### src/rtl/bus_target_mux_pkg.sv
// Shared types and helpers for the master-to-N-target request router.
package bus_target_mux_pkg;

  typedef enum logic [1:0] {
    IDLE  = 2'd0,
    BUSY  = 2'd1,
    ABORT = 2'd2
  } state_t;

  localparam int NARROW_W = 8;

  // Number of low data bits a target lane carries; narrow targets only see a byte.
  function automatic int lane_width(input logic narrow, input int data_w);
    return narrow ? NARROW_W : data_w;
  endfunction

endpackage

### src/rtl/bus_target_mux_timer.sv
// Stall-duration counter for a locked transaction; saturates at TIMEOUT and never wraps.
module bus_target_mux_timer #(
  parameter int TIMEOUT = 255
) (
  input  logic clk,
  input  logic rst_n,
  input  logic clear,
  input  logic start,
  input  logic inc,
  output logic expired
);

  localparam int CNT_W = (TIMEOUT < 1) ? 1 : $clog2(TIMEOUT + 1);

  logic [CNT_W-1:0] cnt;

  always_ff @(posedge clk or negedge rst_n) begin
    if (!rst_n) begin
      cnt <= '0;
    end else if (clear) begin
      cnt <= '0;
    end else if (start) begin
      cnt <= CNT_W'(1);
    end else if (inc && !expired) begin
      cnt <= cnt + CNT_W'(1);
    end
  end

  assign expired = (cnt == CNT_W'(TIMEOUT));

endmodule

### src/rtl/bus_target_mux.sv
// Routes one master's strobes/data to one of NUM_TGT targets, locking the target
// while it stalls and aborting with an error after TIMEOUT stalled cycles.
module bus_target_mux
  import bus_target_mux_pkg::*;
#(
  parameter int                   NUM_TGT     = 4,
  parameter int                   DATA_W      = 32,
  parameter int                   SEL_W       = $clog2(NUM_TGT),
  parameter logic [NUM_TGT-1:0]   NARROW_MASK = NUM_TGT'(1),
  parameter int                   TIMEOUT     = 255
) (
  input  logic                      clk,
  input  logic                      rst_n,
  input  logic [SEL_W-1:0]          m_sel,
  input  logic [DATA_W-1:0]         m_wdata,
  input  logic                      m_write,
  input  logic                      m_read,
  output logic [DATA_W-1:0]         m_rdata,
  output logic                      m_stall,
  output logic                      m_err,
  output logic [NUM_TGT*DATA_W-1:0] t_wdata,
  output logic [NUM_TGT-1:0]        t_write,
  output logic [NUM_TGT-1:0]        t_read,
  input  logic [NUM_TGT*DATA_W-1:0] t_rdata,
  input  logic [NUM_TGT-1:0]        t_stall
);

  state_t            state;
  logic [SEL_W-1:0]  lock_idx;
  logic [SEL_W-1:0]  act;
  logic              req;
  logic              rd;
  logic              sel_ok;
  logic              active;
  logic              stall_act;
  logic              expired;
  logic              tmr_start;
  logic              tmr_inc;
  logic              tmr_clear;
  logic [NUM_TGT-1:0] hit;
  logic [DATA_W-1:0]  rdata_lane [NUM_TGT];
  logic [DATA_W-1:0]  rdata_mux;

  assign req    = m_write | m_read;
  // A simultaneous read and write is illegal; the write is honoured.
  assign rd     = m_read & ~m_write;
  assign sel_ok = int'(m_sel) < NUM_TGT;
  assign act    = (state == BUSY) ? lock_idx : m_sel;
  // Outputs are gated by rst_n so they drop the instant reset asserts.
  assign active = rst_n && ((state == BUSY) || ((state == IDLE) && sel_ok));

  generate
    for (genvar gi = 0; gi < NUM_TGT; gi++) begin : g_lane
      localparam logic [DATA_W-1:0] LANE =
        {DATA_W{1'b1}} >> (DATA_W - lane_width(NARROW_MASK[gi], DATA_W));

      assign hit[gi]     = active && (act == SEL_W'(gi));
      assign t_write[gi] = hit[gi] & m_write;
      assign t_read[gi]  = hit[gi] & rd;
      assign t_wdata[gi*DATA_W +: DATA_W] = hit[gi] ? (m_wdata & LANE) : '0;
      assign rdata_lane[gi] = hit[gi] ? (t_rdata[gi*DATA_W +: DATA_W] & LANE) : '0;
    end
  endgenerate

  always_comb begin
    rdata_mux = '0;
    for (int i = 0; i < NUM_TGT; i++) begin
      rdata_mux = rdata_mux | rdata_lane[i];
    end
  end

  assign stall_act = |(hit & t_stall);
  assign m_rdata   = req ? rdata_mux : '0;
  assign m_stall   = req & stall_act;
  assign m_err     = rst_n && ((state == ABORT) || ((state == IDLE) && req && !sel_ok));

  assign tmr_start = (state == IDLE) && req && sel_ok && stall_act;
  assign tmr_inc   = (state == BUSY) && req && stall_act;
  assign tmr_clear = (state == ABORT) || ((state == BUSY) && !(req && stall_act));

  bus_target_mux_timer #(
    .TIMEOUT (TIMEOUT)
  ) u_timer (
    .clk     (clk),
    .rst_n   (rst_n),
    .clear   (tmr_clear),
    .start   (tmr_start),
    .inc     (tmr_inc),
    .expired (expired)
  );

  always_ff @(posedge clk or negedge rst_n) begin
    if (!rst_n) begin
      state    <= IDLE;
      lock_idx <= '0;
    end else begin
      case (state)
        IDLE: begin
          if (req && sel_ok && stall_act) begin
            state    <= BUSY;
            lock_idx <= m_sel;
          end
        end
        BUSY: begin
          if (!req || !stall_act) begin
            state <= IDLE;
          end else if (expired) begin
            state <= ABORT;
          end
        end
        ABORT:   state <= IDLE;
        default: state <= IDLE;
      endcase
    end
  end

endmodule

### config.mk
export PLATFORM = sky130hd
export DESIGN_NAME = bus_target_mux
export DESIGN_NICKNAME = d
export VERILOG_FILES = /design/src/rtl/bus_target_mux_pkg.sv /design/src/rtl/bus_target_mux_timer.sv /design/src/rtl/bus_target_mux.sv
export SDC_FILE = /design/constraint.sdc
export NUM_CORES = 1
export LEC_CHECK = 0
export BUFFER_PORTS_ARGS = -buffer_cell sky130_fd_sc_hd__buf_4
export CAP_MARGIN = 0
export CORE_AREA = 2 2 133 135
export CTS_BUF_LIST = sky130_fd_sc_hd__clkbuf_8
export DETAILED_ROUTE_END_ITERATION = 10
export DIE_AREA = 0 0 135 137
export PLACE_DENSITY = 0.55
export SKIP_LAST_GASP = 1
export SLEW_MARGIN = 20
export SYNTH_ARGS = -nofsm -noshare
export SYNTH_HDL_FRONTEND = slang
export SYNTH_HIERARCHICAL = 1
export SYNTH_SLANG_ARGS = --single-unit
### constraint.sdc
create_clock -name clk -period 2.26 [get_ports clk]
set_clock_uncertainty 0.05 [all_clocks]
set_input_delay 0.339 -clock clk [delete_from_list [all_inputs] [get_ports clk]]
set_output_delay 0.339 -clock clk [all_outputs]
set_load 0.02 [all_outputs]
# --- After elaboration in Yosys (flattened, before gate mapping) ---
# Index checks and enable logic that the tools add are counted.
op_classes:
  n_addsub: 1
  eq_ne: 8
  mux: 17
  bitwise: 16
  n_reduce_logical: 26
ops:
  columns: ["operator", "n"]
  rows:
  - ["32-bit 2-to-1 mux", 7]
  - ["32-bit bitwise OR", 2]
  - ["8-bit 2-to-1 mux", 5]
  - ["8-bit by 32-bit bitwise OR with 32-bit output", 1]
  - ["1-bit logical AND", 13]
  - ["1-bit AND", 10]
  - ["8-bit by 1-bit adder with 8-bit output, second input constant", 1]
  - ["8-bit equality test, second input constant", 1]
  - ["2-bit 2-to-1 mux", 4]
  - ["2-bit equality test, second input constant", 3]
  - ["4-bit AND", 1]
  - ["2-bit by 1-bit equality test with 1-bit output, second input constant", 2]
  - ["1-bit logical NOT", 4]
  - ["2-bit logical NOT", 2]
  - ["2-bit one-hot mux with 2 select lines", 1]
  - ["2-bit AND reduction", 2]
  - ["4-bit OR reduction", 1]
  - ["1-bit logical OR", 3]
  - ["3-bit by 1-bit inequality test with 1-bit output, second input constant", 1]
  - ["3-bit nonzero test", 1]
  - ["2-bit by 1-bit inequality test with 1-bit output, second input constant", 1]
  - ["1-bit NOT", 1]
  - ["1-bit bitwise OR", 1]
totals:
  regBits: 12
  in_bits: 170
  out_inout_bits: 170

# --- Logic depth before layout (Yosys ltp) ---
depth:
  word_depth: 11
  depth_mapped: 9

# --- Modules after synthesis ---
# Netlist, hierarchy kept.
by_module_without_submodules:
  columns: ["module", "instances", "cells_per_inst", "area_per_inst_um2", "seq_area_each_um2"]
  rows:
  - ["bus_target_mux", 1, 311, 2362.3, 100.1]
  - ["bus_target_mux_timer", 1, 49, 516.7, 200.2]

# --- Worst setup path after synthesis ---
# OpenSTA, ideal clock, no wires.
synth_timing:
  kind: "register to register"
  from: "register state[0]"
  to: "register u_timer.cnt[5]"
  t_arrival_ps: 2374
  setup_slack_ps: -275
  path_stages_with_launch: 10
  n_path_buf: 1
  period_less_slack_ps: 2535
  cell_sequence: "dfrtp_1 mux2i_1 nand2b_1 o21bai_1 a21oi_1 and2_1 buf_6 and4_2 a31oi_1 a2111oi_2"
synth_between:
  word_cells_on_any_way: 28
  classes_between: "eq/ne: 5; mux: 3; bitwise: 1; reduce/logical: 19"
synth_lines:
  columns: ["item", "line", "text"]
  rows:
  - ["start: declaration", "bus_target_mux.sv:28", "state_t state;"]
  - ["start signal: assignment", "bus_target_mux.sv:94", "state <= IDLE;"]
  - ["start signal: assignment", "bus_target_mux.sv:100", "state <= BUSY;"]
  - ["start signal: assignment", "bus_target_mux.sv:106", "state <= IDLE;"]
  - ["2-bit by 1-bit equality test with 1-bit output / 2-bit logical NOT (equally long branches)", "bus_target_mux.sv:48, bus_target_mux.sv:50, bus_target_mux.sv:78", null]
  - ["2-bit 2-to-1 mux / 1-bit logical OR (equally long branches)", "bus_target_mux.sv:48, bus_target_mux.sv:50", null]
  - ["2-bit by 1-bit equality test with 1-bit output (tied with other cells)", "bus_target_mux.sv:57", "assign hit[gi] = active && (act == SEL_W'(gi));"]
  - ["1-bit logical AND", "bus_target_mux.sv:57", null]
  - ["4-bit AND", "bus_target_mux.sv:72", "assign stall_act = |(hit & t_stall);"]
  - ["4-bit OR reduction", "bus_target_mux.sv:72", null]
  - ["1-bit logical AND *", "bus_target_mux.sv:78", "assign tmr_inc = (state == BUSY) && req && stall_act;"]
  - ["via tmr_inc", "bus_target_mux.sv:38", "logic tmr_inc;"]
  - ["1-bit logical AND *", "bus_target_mux_timer.sv:24", "end else if (inc && !expired) begin"]
  - ["3-bit nonzero test (no line) *", null, null]
  - ["end signal: assignment", "bus_target_mux_timer.sv:25", "cnt <= cnt + CNT_W'(1);"]
  - ["end: declaration", "bus_target_mux_timer.sv:15", "logic [CNT_W-1:0] cnt;"]
# The timed path passes the listed nets; every way through them passes the cells marked *.
# A chain may end at the register's enable or synchronous reset.

# --- Worst setup path after layout ---
layout_timing:
  from: "register state[1]"
  to: "output m_rdata[30]"
layout_between:
  elab_chain_len: 9
  word_cells_on_any_way: 18
  classes_between: "eq/ne: 4; mux: 5; bitwise: 3; reduce/logical: 6"
layout_lines:
  columns: ["item", "line", "text"]
  rows:
  - ["2-bit by 1-bit equality test with 1-bit output / 2-bit logical NOT (equally long branches)", "bus_target_mux.sv:48, bus_target_mux.sv:50", null]
  - ["2-bit 2-to-1 mux / 1-bit logical OR (equally long branches)", "bus_target_mux.sv:48, bus_target_mux.sv:50", null]
  - ["2-bit by 1-bit equality test with 1-bit output / 1-bit logical AND (equally long branches)", "bus_target_mux.sv:57, bus_target_mux.sv:50", null]
  - ["1-bit logical AND", "bus_target_mux.sv:57", null]
  - ["32-bit 2-to-1 mux", "bus_target_mux.sv:61", "assign rdata_lane[gi] = hit[gi] ? (t_rdata[gi*DATA_W +: DATA_W] & LANE) : '0;"]
  - ["8-bit by 32-bit bitwise OR with 32-bit output", "bus_target_mux.sv:68", "rdata_mux = rdata_mux | rdata_lane[i];"]
  - ["32-bit bitwise OR", "bus_target_mux.sv:68", null]
  - ["32-bit bitwise OR *", "bus_target_mux.sv:68", null]
  - ["32-bit 2-to-1 mux *", "bus_target_mux.sv:73", "assign m_rdata = req ? rdata_mux : '0;"]
  - ["end: declaration", "bus_target_mux.sv:18", "output logic [DATA_W-1:0] m_rdata,"]
# Mark *: on every way between the ends. The rest lies on a longest branch, timed or not.

==> summary.md <==
| Metric | Value |
|---|---|
| Clk Tree Root Cell | `sky130_fd_sc_hd__clkbuf_8` |
| Proportion of synthesized chip area in sequential cells | `10.4%` |
| Final worst-path setup slack | `-190 ps` |
| Fraction of the core area covered by cells at the end of the flow | `37.4%` |
| CP startpoint | `state[1]$_DFFE_PN0P_` |
| Count of warnings emitted by yosys | `6` |
| Maximum number of pins on one net before global-route repair | `34` |
| Endpoint type of the worst setup path | `output port` |
| Number of antenna violations at the first check in global routing | `0` |
| Final wirelength | `14800 µm` |
| ANT cells | `0` |
| Number of failing hold endpoints at the final stage | `12` |
| Arrival time worst endpoint | `2060 ps` |
| Max Clk Rate | `408 MHz` |
| Clock net sink count | `12` |
| Overflow left after global routing | `0` |
| Setup slack of the worst register-to-register path | `-80 ps` |
| Total DRC errors in the routed layout | `0` |
| Source of the worst register-to-register timing path | `state[0]$_DFFE_PN0P_` |
| Post-synth EDFFs | `0` |
| Critical Path, Cell by Cell | `nand2b_4, mux2_4, buf_6, mux2_4, a22oi_2, nor2_1, buf_4` |
| Number of hold-repair buffers added at the cts stage | `0` |
| Cells on worst reg2reg path | `11` |
| Power density over cell area | `420 mW/mm²` |
| Met2 track demand over resource in global routing | `23.5%` |
| Crit start category | `register` |
| Y dimension of the die | `137 µm` |
| H-tree Lvls | `1` |
| Total CTS buffers | `3` |
| Total power of the final layout | `2.68 mW` |
| Global routing usage on met1 | `14.5%` |
| Clock latency on the worst-skew pair | `250 ps` |
| Highest fanout seen on the critical path | `5` |
| Synth Cell Area | `0.00288 mm²` |
| Clock period minus final worst setup slack | `2450 ps` |
| Count of fill cells added during filler insertion | `1797` |
| Number of nets at the end of the flow | `851` |
| Initial cell density of the core | `16.9%` |
| Final GP Congestion | `0.720` |
| Post-DRT Antenna Nets | `0` |
| Post-synth top flop | `sky130_fd_sc_hd__dfrtp_1` |
| Failing checks | `hold timing, setup timing` |
| Most numerous cell on the critical path | `sky130_fd_sc_hd__mux2_4` |
| GRT Resource Usage Total | `12.3%` |
| I/O pin cnt | `340` |
| Initial DRC count | `120` |
| Standard-cell row count | `48` |
| Reg-to-reg critical path endpoint | `u_timer/cnt[3]$_DFFE_PN0P_` |
| Worst hold slack | `-13.7 ps` |
| Slowest cell on crit path | `sky130_fd_sc_hd__dfrtp_1` |
| Final clock period utilization by the worst path | `108%` |
| Die outline area | `0.0185 mm²` |
| Ratio of cells with drive above 1 in the final layout | `70.7%` |
| Async set-or-reset flop fraction in the synthesized netlist | `100%` |
| Layout overhead on the synthesized area | `121%` |
| HP Class | `in -> async` |
| Critical path data required time | `1870 ps` |
| Setup repair after global routing missed its margin | `yes` |
| Avg Cell Area, Syn | `8.00 µm²` |
| Clock tree from TritonCTS | `yes` |
| Outcome | `complete, but fails checks` |
| Final setup violation count | `141` |
| Largest incremental delay on the critical path | `420 ps` |
| DRT Pass-1 Iters | `4` |
| Gate count of the mapped netlist | `360` |
| CTS clock-pin slew for the worst setup and hold paths | `60 ps` |
| Overall die width | `135 µm` |
| Non-filler instance count after layout | `904` |
| Number of global-route vias before repair | `3403` |
| Max-slew violations | `0` |
| Critical path class | `reg -> out` |
| Setup TNS | `-13720 ps` |
| Routed wirelength normalized by instance count | `16.3 µm` |
| DP HPWL | `10500 µm` |
| Port-buffer cells | `291` |
| Number of buffers on the longest clock path | `2` |
| Floorplan core area | `0.0171 mm²` |
| Synth Register Bits | `12` |
| Static leakage | `3.19 nW` |
| Fraction of met3 tracks used by global routing | `2.52%` |
| Number of violations of the max-capacitance limit | `0` |
| Number of unique standard cell types used by synthesis | `45` |
| Number of vias in the routed layout | `3776` |
| DR vias/cell | `4.18` |
| Instance count after placement with tap cells included | `878` |
| Worst vdd ir | `0.206 mV` |
| Wire length of the first global-routing pass | `18000 µm` |
| GRT busiest layer | `met2` |
layer usage:
metal  up-vias  routed length [µm]
li1       1830                   -
met2       217                7900
met3         4                1320
met5         -                   0
met1      1725                5500
met4         0                  43
flip-flops by register name (all words and copies together) (netlist names):
register,cells
lock_idx,2
u_timer/cnt,8
state,2
synth_stat cells (3+ instances only):
library cell               number  area share, %
sky130_fd_sc_hd__a21oi_1       12            2.1
sky130_fd_sc_hd__a22oi_1        3           0.78
sky130_fd_sc_hd__a22oi_2       21            9.1
sky130_fd_sc_hd__and2_1       109             24
sky130_fd_sc_hd__buf_4         27            7.0
sky130_fd_sc_hd__buf_6          7            2.7
sky130_fd_sc_hd__clkbuf_1      13            1.7
sky130_fd_sc_hd__dfrtp_1       12             10
sky130_fd_sc_hd__mux2_2         5            2.0
sky130_fd_sc_hd__mux2_4        22             11
sky130_fd_sc_hd__mux2i_1       21            7.3
sky130_fd_sc_hd__nand2_1        9            1.2
sky130_fd_sc_hd__nand2b_1       7            1.5
sky130_fd_sc_hd__nor2_1        39            5.1
sky130_fd_sc_hd__nor3_1         5           0.87
sky130_fd_sc_hd__o22a_1         8            2.4
per-stage QoR:
| step | cell area, µm² | setup WS [ps] |
|---|---|---|
| floorplan | 3010 | 0.317 |
| global placement | 5430 | 33.5 |
| detailed placement | 5430 | 29.6 |
| CTS | 5640 | -190 |
| global route | 6370 | -258 |
| finish | 6370 | -190 |
cell type report:
| cell class | instances | area, µm² | area share (%) |
|---|---|---|---|
| tap | 225 | 282 | 4.42 |
| inverter | 2 | 7.51 | 0.118 |
| multi-input combinational | 321 | 2660 | 41.8 |
| timing repair buffer | 340 | 3060 | 48.1 |
| clock buffer | 4 | 55.1 | 0.864 |
| sequential | 12 | 302 | 4.73 |
report_power, final:
part	leakage, nW	internal, mW	total, mW	switching (mW)
Combinational	3.00	1.13	2.13	1.00
Clock	0.0288	0.154	0.244	0.0892
Sequential	0.160	0.248	0.305	0.0576
Total	3.19	1.53	2.68	1.15
worst max-delay path: cells and delay by family, from the launching register on:
kind                   cells  cell delay [ps]
AOI/OAI and AO/OA          1              140
buffers and inverters      2              310
DFF                        1              420
muxes                      2              660
and+or+nand+nor            2              270
kinds of logic (layout without fill, tap and decap cells):
| kind of cell | after synthesis | after routing | share of synthesized area (%) |
|---|---|---|---|
| DFF | 12 | 12 | 10.4 |
| other | 1 | 24 | 0.130 |
| and+or+nand+nor | 191 | 191 | 37.7 |
| AOI/OAI and AO/OA | 56 | 56 | 18.5 |
| buffers and inverters | 51 | 346 | 12.1 |
| adders and majority gates | 1 | 1 | 0.435 |
| muxes | 48 | 49 | 20.7 |
what timing repair did:
action	in CTS	in global routing
buffers inserted	4	10
resized for setup	21	143
gates cloned	1	8
pin swaps	11	66
setup endpoints to repair	140	151
worst max-delay path by stage:
stage               slack (ps)                    endpoint  cells past startpoint
finish                    -190                 m_rdata[30]                      7
global route              -260                 m_rdata[24]                      7
CTS                       -190                 m_rdata[30]                      7
detailed placement          30                 m_rdata[20]                      7
global placement            30  u_timer/cnt[5]$_DFFE_PN0P_                      9
floorplan                  0.3  u_timer/cnt[5]$_DFFE_PN0P_                      9
cells in the final DEF (no fill, tap or decap), types with 10 or more instances in the layout:
cell / count
sky130_fd_sc_hd__and2_4: 51
sky130_fd_sc_hd__and2_1: 58
sky130_fd_sc_hd__a22oi_2: 23
sky130_fd_sc_hd__buf_6: 69
sky130_fd_sc_hd__nor2_1: 35
sky130_fd_sc_hd__dfrtp_1: 11
sky130_fd_sc_hd__mux2_4: 23
sky130_fd_sc_hd__buf_12: 10
sky130_fd_sc_hd__buf_4: 252
sky130_fd_sc_hd__conb_1: 24
sky130_fd_sc_hd__mux2i_1: 18
No activity file was read; power rests on OpenSTA's default activity.
